**src/rtl/rpn_pkg.sv**
```systemverilog
// Shared definitions for the RPN ALU step controller.
// Contents:
//   - DATA_W_DEF / OP_W_DEF : default operand and opcode widths
//   - etapa_t               : step encoding, also driven directly on the Etapa output
//   - OP_*                  : opcode constants understood by the ALU
package rpn_pkg;

  localparam int DATA_W_DEF = 8;
  localparam int OP_W_DEF   = 3;

  typedef enum logic [1:0] {
    ETAPA_A    = 2'b00,
    ETAPA_B    = 2'b01,
    ETAPA_OP   = 2'b10,
    ETAPA_EXEC = 2'b11
  } etapa_t;

  localparam logic [2:0] OP_ADD = 3'd0;
  localparam logic [2:0] OP_SUB = 3'd1;
  localparam logic [2:0] OP_AND = 3'd2;
  localparam logic [2:0] OP_OR  = 3'd3;
  localparam logic [2:0] OP_XOR = 3'd4;

endpackage

```
**src/rtl/detector_borda.sv**
```systemverilog
// Rising-edge detector for the debounced confirm button.
// Ports:
//   clk    in  system clock
//   reset  in  synchronous, active-high reset (clears the edge history)
//   nivel  in  button level, active high
//   pulso  out one-cycle pulse in the cycle nivel first reads high
module detector_borda (
  input  logic clk,
  input  logic reset,
  input  logic nivel,
  output logic pulso
);

  logic nivel_q;

  always_ff @(posedge clk) begin
    if (reset) nivel_q <= 1'b0;
    else       nivel_q <= nivel;
  end

  // Combinational so a press is acted on in the same cycle it arrives.
  assign pulso = nivel & ~nivel_q;

endmodule

```
**src/rtl/sequenciador_rpn.sv**
```systemverilog
// Step controller for the 8-bit RPN ALU: operand A, operand B, opcode, execute,
// all driven by one confirm button. A finished result is chained into the next
// operand A unless the user has never completed an operation since reset.
// Ports:
//   CLOCK, Reset_borda        clock and synchronous active-high reset
//   Confirmar                 debounced confirm button level
//   Chaves, Operacao          switch operand and opcode
//   AluResultado, AluDone     ALU result and completion (pulse or level)
//   Etapa                     current step (also the FSM state register)
//   AluStart, LoadResultado   registered one-cycle strobes
//   MuxSelA                   1 = A from switches, 0 = A from last result
//   RegA, RegB, OpReg         latched operands/opcode
//   Resultado, Erro           last captured result, sticky timeout flag
// Handshake: AluStart is high for the first EXECUTA cycle only; AluDone is
// sampled in every EXECUTA cycle, including the AluStart cycle, and is ignored
// in every other step.
module sequenciador_rpn
  import rpn_pkg::*;
#(
  parameter int DATA_W       = DATA_W_DEF,
  parameter int OP_W         = OP_W_DEF,
  parameter int EXEC_TIMEOUT = 255
) (
  input  logic              CLOCK,
  input  logic              Reset_borda,
  input  logic              Confirmar,
  input  logic [DATA_W-1:0] Chaves,
  input  logic [OP_W-1:0]   Operacao,
  input  logic [DATA_W-1:0] AluResultado,
  input  logic              AluDone,
  output logic [1:0]        Etapa,
  output logic              AluStart,
  output logic              LoadResultado,
  output logic              MuxSelA,
  output logic [DATA_W-1:0] RegA,
  output logic [DATA_W-1:0] RegB,
  output logic [OP_W-1:0]   OpReg,
  output logic [DATA_W-1:0] Resultado,
  output logic              Erro
);

  localparam int          CNT_W    = $clog2(EXEC_TIMEOUT + 1);
  localparam logic [CNT_W-1:0] CNT_MAX  = CNT_W'(EXEC_TIMEOUT);
  // Timeout fires on the edge where the counter would reach EXEC_TIMEOUT,
  // so EXECUTA lasts at most EXEC_TIMEOUT cycles.
  localparam logic [CNT_W-1:0] CNT_LAST = CNT_W'(EXEC_TIMEOUT - 1);

  etapa_t           state, state_next;
  logic             pulso;
  logic             chain;
  logic [CNT_W-1:0] cnt;
  logic             start_next, load_next;
  logic             cap_a, cap_b, cap_op, done_ok, timeout;

  detector_borda u_borda (
    .clk   (CLOCK),
    .reset (Reset_borda),
    .nivel (Confirmar),
    .pulso (pulso)
  );

  always_ff @(posedge CLOCK) begin
    if (Reset_borda) begin
      state         <= ETAPA_A;
      AluStart      <= 1'b0;
      LoadResultado <= 1'b0;
    end else begin
      state         <= state_next;
      AluStart      <= start_next;
      LoadResultado <= load_next;
    end
  end

  always_comb begin
    state_next = state;
    start_next = 1'b0;
    load_next  = 1'b0;
    cap_a      = 1'b0;
    cap_b      = 1'b0;
    cap_op     = 1'b0;
    done_ok    = 1'b0;
    timeout    = 1'b0;
    case (state)
      ETAPA_A: if (pulso) begin
        cap_a      = 1'b1;
        state_next = ETAPA_B;
      end
      ETAPA_B: if (pulso) begin
        cap_b      = 1'b1;
        state_next = ETAPA_OP;
      end
      ETAPA_OP: if (pulso) begin
        cap_op     = 1'b1;
        start_next = 1'b1;
        state_next = ETAPA_EXEC;
      end
      ETAPA_EXEC: begin
        // Done has priority over a coincident timeout.
        if (AluDone) begin
          done_ok    = 1'b1;
          load_next  = 1'b1;
          state_next = ETAPA_A;
        end else if (cnt == CNT_LAST) begin
          timeout    = 1'b1;
          state_next = ETAPA_A;
        end
      end
      default: state_next = ETAPA_A;
    endcase
  end

  always_ff @(posedge CLOCK) begin
    if (Reset_borda)                            cnt <= '0;
    else if (cap_op)                            cnt <= '0;
    else if (state == ETAPA_EXEC && cnt != CNT_MAX) cnt <= cnt + CNT_W'(1);
  end

  always_ff @(posedge CLOCK) begin
    if (Reset_borda) begin
      RegA      <= '0;
      RegB      <= '0;
      OpReg     <= '0;
      Resultado <= '0;
      chain     <= 1'b0;
      Erro      <= 1'b0;
    end else begin
      if (cap_a)  RegA  <= MuxSelA ? Chaves : Resultado;
      if (cap_b)  RegB  <= Chaves;
      if (cap_op) OpReg <= Operacao;
      if (done_ok) begin
        Resultado <= AluResultado;
        chain     <= 1'b1;
        Erro      <= 1'b0;
      end else if (timeout) begin
        Erro <= 1'b1;
      end
    end
  end

  assign Etapa   = state;
  assign MuxSelA = ~((state == ETAPA_A) & chain);

endmodule
```
**config.mk**
```make
export PLATFORM = sky130hd
export DESIGN_NAME = sequenciador_rpn
export DESIGN_NICKNAME = d
export VERILOG_FILES = /design/src/rtl/rpn_pkg.sv /design/src/rtl/detector_borda.sv /design/src/rtl/sequenciador_rpn.sv
export SDC_FILE = /design/constraint.sdc
export NUM_CORES = 1
export LEC_CHECK = 0
export ABC_AREA = 1
export CAP_MARGIN = 20
export CELL_PAD_IN_SITES_DETAIL_PLACEMENT = 1
export CELL_PAD_IN_SITES_GLOBAL_PLACEMENT = 1
export CORE_MARGIN = 8
export CORE_UTILIZATION = 32
export DETAILED_ROUTE_END_ITERATION = 8
export PLACE_DENSITY_LB_ADDON = 0.08
export SLEW_MARGIN = 40
export SYNTH_ARGS = -nofsm -noshare
export SYNTH_HDL_FRONTEND = slang
export SYNTH_SLANG_ARGS = --single-unit
export TNS_END_PERCENT = 20
```
**constraint.sdc**
```tcl
create_clock -name CLOCK -period 1.5 [get_ports CLOCK]
set_input_delay 0.3 -clock CLOCK [delete_from_list [all_inputs] [get_ports CLOCK]]
set_output_delay 0.3 -clock CLOCK [all_outputs]
set_load 0.05 [all_outputs]
```
### Word-level counts from Yosys, hierarchy flattened

Cells that the tools add are included.

| operators by class | value |
|---|---|
| add/sub/neg operators | 1 |
| equality and inequality tests | 9 |
| muxes and demuxes | 16 |
| bitwise gates (word level) | 4 |
| reductions and logical operators | 5 |

Operators with widths:

| operator | count |
|---|---|
| two-way mux 2 bit | 5 |
| two-way mux 1 bit | 9 |
| adder 8 x 1 -> 8 bit (second input constant) | 1 |
| equality test 8 bit (second input constant) | 1 |
| two-way mux 8 bit | 1 |
| != test 8 bit (second input constant) | 1 |
| case mux 2 bit (4 select lines) | 1 |
| != test 2 bit (second input constant) | 3 |
| equality test 2 bit (second input constant) | 2 |
| AND reduction 4 bit | 1 |
| OR reduction 2 bit | 2 |
| != test 3 bit (second input constant) | 1 |
| bitwise AND 1 bit | 2 |
| equality test 2 x 1 -> 1 bit (second input constant) | 1 |
| logical NOT 2 bit | 1 |
| NOT 1 bit | 2 |
| logical AND 1 bit | 1 |

| word-level totals | value |
|---|---|
| bits in registers | 42 |
| input bits | 23 |
| output and inout bits | 33 |
| word-level logic and storage cells | 46 |

### Logic depth before layout (Yosys ltp)

| depth | value |
|---|---|
| word-level depth | 5 |
| mapped depth | 10 |
| mapped depth without buffers | 10 |

### Hierarchy

Synthesis repeated with hierarchy kept, for this count alone.

| second synthesis, totals | value |
|---|---|
| cell total of the unflattened synthesis | 212 |
| area, all modules | 1746.7 um^2 |

Modules (own cells, without submodules):

| module | times used | cells an instance | area each (um^2) | seq. area each (um^2) |
|---|---|---|---|---|
| sequenciador_rpn | 1 | 208 | 1715.4 | 820.8 |
| detector_borda | 1 | 4 | 31.3 | 20.0 |

### Least setup slack after synthesis

No wires, ideal clock.

| path | value |
|---|---|
| path kind | reg2reg |
| start | register state[0], in the netlist Etapa[0] |
| end | register RegA[7] |
| library setup time | 0.132 ns |
| arrival | 1.755 ns |
| required time | 1.368 ns |
| path slack | -0.387 ns |
| cell stages (with the launch flop) | 8 |
| path buffers | 1 |
| clock period less this slack | 1.887 ns |
| path through | dfxtp_1 > inv_1 > ha_1 > nand2_2 > buf_2 > a21oi_1 > o21ai_1 > a21oi_1 |

| on the way | value |
|---|---|
| word-level cells in the longest chain between the ends | 3 |
| elaborated cells between the ends (all ways) | 4 |
| classes of those cells | mux (2); bitwise (1); reduce/logical (1) |

RTL lines:

| element | RTL line | RTL |
|---|---|---|
| start, declared | sequenciador_rpn.sv:48 | `etapa_t state, state_next;` |
| start signal, assigned | sequenciador_rpn.sv:68 | `state <= state_next;` |
| logical NOT 2 bit (*) | sequenciador_rpn.sv:83, sequenciador_rpn.sv:141 |  |
| bitwise AND 1 bit | sequenciador_rpn.sv:141 | `assign MuxSelA = ~((state == ETAPA_A) & chain);` |
| two-way mux 8 bit | sequenciador_rpn.sv:127 | `if (cap_a) RegA <= MuxSelA ? Chaves : Resultado;` |
| end signal, assigned | sequenciador_rpn.sv:127 |  |
| end, declared | sequenciador_rpn.sv:35 | `output logic [DATA_W-1:0] RegA,` |

Mark *: on every way between the ends. The rest lies on a longest branch, timed or not.
A chain may end at the register's enable or synchronous reset.

### Worst setup path after layout

| path | value |
|---|---|
| start | register state[1], in the netlist Etapa[1] |
| end | output port MuxSelA |

| on the way | value |
|---|---|
| word-level cells in the longest chain between the ends | 3 |

RTL lines:

| element | RTL line | RTL |
|---|---|---|
| logical NOT 2 bit | sequenciador_rpn.sv:141 |  |
| bitwise AND 1 bit | sequenciador_rpn.sv:141 |  |
| NOT 1 bit | sequenciador_rpn.sv:141 |  |
| end, declared | sequenciador_rpn.sv:34 | `output logic MuxSelA,` |

Every way passes these cells.

==> summary.txt <==
Status
  • Outcome: completed

Detailed routing
  • Routed len/inst: 14.4 um
  • Final WL: 5.51 mm
  • Post-route DRC: 0
  • DR iter-0 viols: 41
  • Vias per inst: 4.60
  • DRT Pass-1 Iters: 4
  • Vias: 1761
  • Antenna Nets Post-Route: 0

Power
  • Clock power frac: 22.6%
  • Design Power: 0.00394 W
  • Switching power: 0.00142 W
  • Sequential share of power: 35.6%
  • Combinational share of power: 41.9%
  • Peak supply drop: 0.994 mV
  • PwrDens: 1320 mW/mm^2
  • Sw Ratio: 36.0%
  • Internal power: 0.00252 W
  • Leakage: 1.22 nW

Yosys
  • Main flop type after synthesis: dfxtp_1
  • Mapped Nets: 271
  • Mean Syn Cell Area: 7.48 sq um
  • Post-synth EDFFs: 0
  • Area of the mapped netlist: 0.00181 sq mm
  • Mapped Cells: 242
  • Sequential-to-total area share from yosys stat: 46.5%
  • Unique masters post-synth: 24
  • Ys async rst share: 0%
  • #FFs+latches synth: 42
  • Synth warn: 0

Floorplan
  • Die area: 0.00832 sq mm
  • Starting Density: 33.1%
  • Height of the chip: 91.2 um
  • Num ports: 56
  • Placeable Area: 0.00547 sq mm
  • Die Wd: 91.2 um
  • Site Rows: 27

Clock network
  • Clock root cell: clkbuf_8
  • CTS H-Tree Depth: 2
  • Sink Count: 42
  • Clk_lat worst skew: 290 ps
  • CTS tree: built
  • Num CTS Buffers: 5
  • CTS clock-pin slew for the worst setup and hold paths: 80 ps
  • Clock Path Buffers: 2
  • Hold-fix buffers at CTS: 0

Job
  • Max Cap Viol: 0

Setup path
  • Crit path DAT: 1180 ps
  • Flop2flop setup slack: 50 ps
  • CP Launch Type: register
  • CP required: 1200 ps
  • CP endpoint kind: output pin
  • Crit-path max FO: 17
  • R2R depth: 7
  • Setup CP Type: register to output pin

STA
  • Final Max Tran Viols: 0
  • Unrepaired setup endpoints after global routing: yes
  • # setup viols final: 0
  • Fmax: 677 MHz
  • Final Hold Violating Endpoints: 0
  • Max Clock Skew: 8.95 ps
  • Worst Max-Slew Pin Slew: 371 ps
  • Final worst path period need: 1480 ps
  • Slew Limit Headroom: 75.2%
  • Period utilization: 98.5%
  • Hold slack: 502 ps

Worst hold path
  • Hold path depth: 2
  • HP Class: register to register

Global routing
  • Global-route wire length before repair: 9.25 mm
  • GRT Util Overall: 13.5%
  • GRT Residual Overflow: 0
  • Largest net degree at the start of global routing: 18
  • Via count of the first global-routing pass: 1850
  • Initial antenna violation count: 0

Layout
  • Register Area: 850 sq um
  • Fillers: 670
  • Post-route insts no fill: 383
  • Nets: 339
  • Share of layout cells above drive strength 1: 23.8%
  • Area of the multi-input gates: 855 sq um
  • Area Growth Syn to Fin: 65.2%
  • Number of diodes: 0

Placed design
  • Port bufs: 55
  • Gpl congestion: 0.757
  • Cells after DPL: 371
  • Final HPWL DP: 4.35 mm
-- worst paths after layout --
kind / startpoint / end
max: Etapa[1] / MuxSelA
min: Erro / Erro
max reg2reg: Etapa[1] / Etapa[1]
min reg2reg: Erro / Erro
-- flip-flops by register name, indices dropped and copies added, names as in the netlist, 2 cells and up --
register,cells
Etapa,2
RegA,8
RegB,8
OpReg,3
cnt,8
Resultado,8
-- cells in the final DEF, fill, tap and decap left out, drive strengths merged, types with 2 or more instances in the layout --
master	n
a21oi	33
a22o	3
buf	47
clkbuf	5
clkdlybuf4s50	22
clkinv	2
dfxtp	42
ha	6
inv	26
nand2	67
nand3	22
nor2	19
o21ai	10
or2	2
-- per-stage QoR --
| stage | util (%) | area [sq um] | setup slack, ps | TNS (ps) |
|---|---|---|---|---|
| after global placement | 51.5 | 2820 | -57.2 | -633 |
| after floorplan | - | 1820 | 26.8 | 0 |
| after global routing | 54.6 | 2990 | -18.5 | -35.5 |
| after CTS | 54.6 | 2990 | 17.7 | 0 |
| final | 54.6 | 2990 | 22.2 | 0 |
| after detailed placement | 51.5 | 2820 | -180 | -1150 |
-- synth_stat cells, types with 3 or more instances --
cell | number | area share, %
inv_1 | 24 | 5.0
a22o_1 | 3 | 1.5
a21oi_1 | 33 | 9.1
buf_2 | 4 | 1.1
ha_1 | 6 | 4.1
dfxtp_1 | 42 | 46
nor2_2 | 4 | 1.4
nor2_1 | 14 | 2.9
o21ai_0 | 8 | 2.2
nand2_1 | 62 | 13
nand2_2 | 5 | 1.7
nand3_1 | 22 | 6.1
-- power groups by stage --
stage / sequential (W) / combinational (W) / clock [W]
detailed placement: 0.00144 / 0.00150 / 0
finish: 0.00140 / 0.00165 / 0.000889
global placement: 0.00143 / 0.00148 / 0
CTS: 0.00140 / 0.00166 / 0.000913
global route: 0.00142 / 0.00176 / 0.000965
floorplan: 0.00172 / 0.000471 / 0
-- cell type report --
| class | count | share of cell area [%] |
|---|---|---|
| repair buffers | 69 | 33.0 |
| clock inverters | 3 | 1.34 |
| inverters | 26 | 3.35 |
| multi-input cells | 166 | 28.6 |
| clock buffers | 5 | 2.30 |
| flip-flops and latches | 42 | 28.4 |
| well taps | 72 | 3.01 |
-- worst max-delay path: stages, from the launching register on --
cell     delay, ps
dfxtp_4        370
inv_4           70
ha_4           170
nand2_8        100
buf_12         170
-- logic make-up after synthesis --
| group | share of synthesized area (%) |
|---|---|
| buf+inv | 7.75 |
| fa+ha+maj | 4.15 |
| xor+xnor | 0.968 |
| simple gates | 26.7 |
| flops | 46.5 |
| compound gates | 14.0 |
-- metal layers --
layer	part of all wire, %	GRT usage, %	up-vias
li1	-	-	908
met1	47	16.9	817
met2	49	22.4	31
met3	3.0	3.05	5
met4	0.87	4.09	0
met5	0	0	-
-- what timing repair did --
item	in CTS	in global routing
pin swaps	2	0
setup buffers	4	0
gates resized for setup	7	1
endpoints found under the hold margin	0	0
endpoints found under the setup margin	3	9
(Power assumes the default switching activity.)
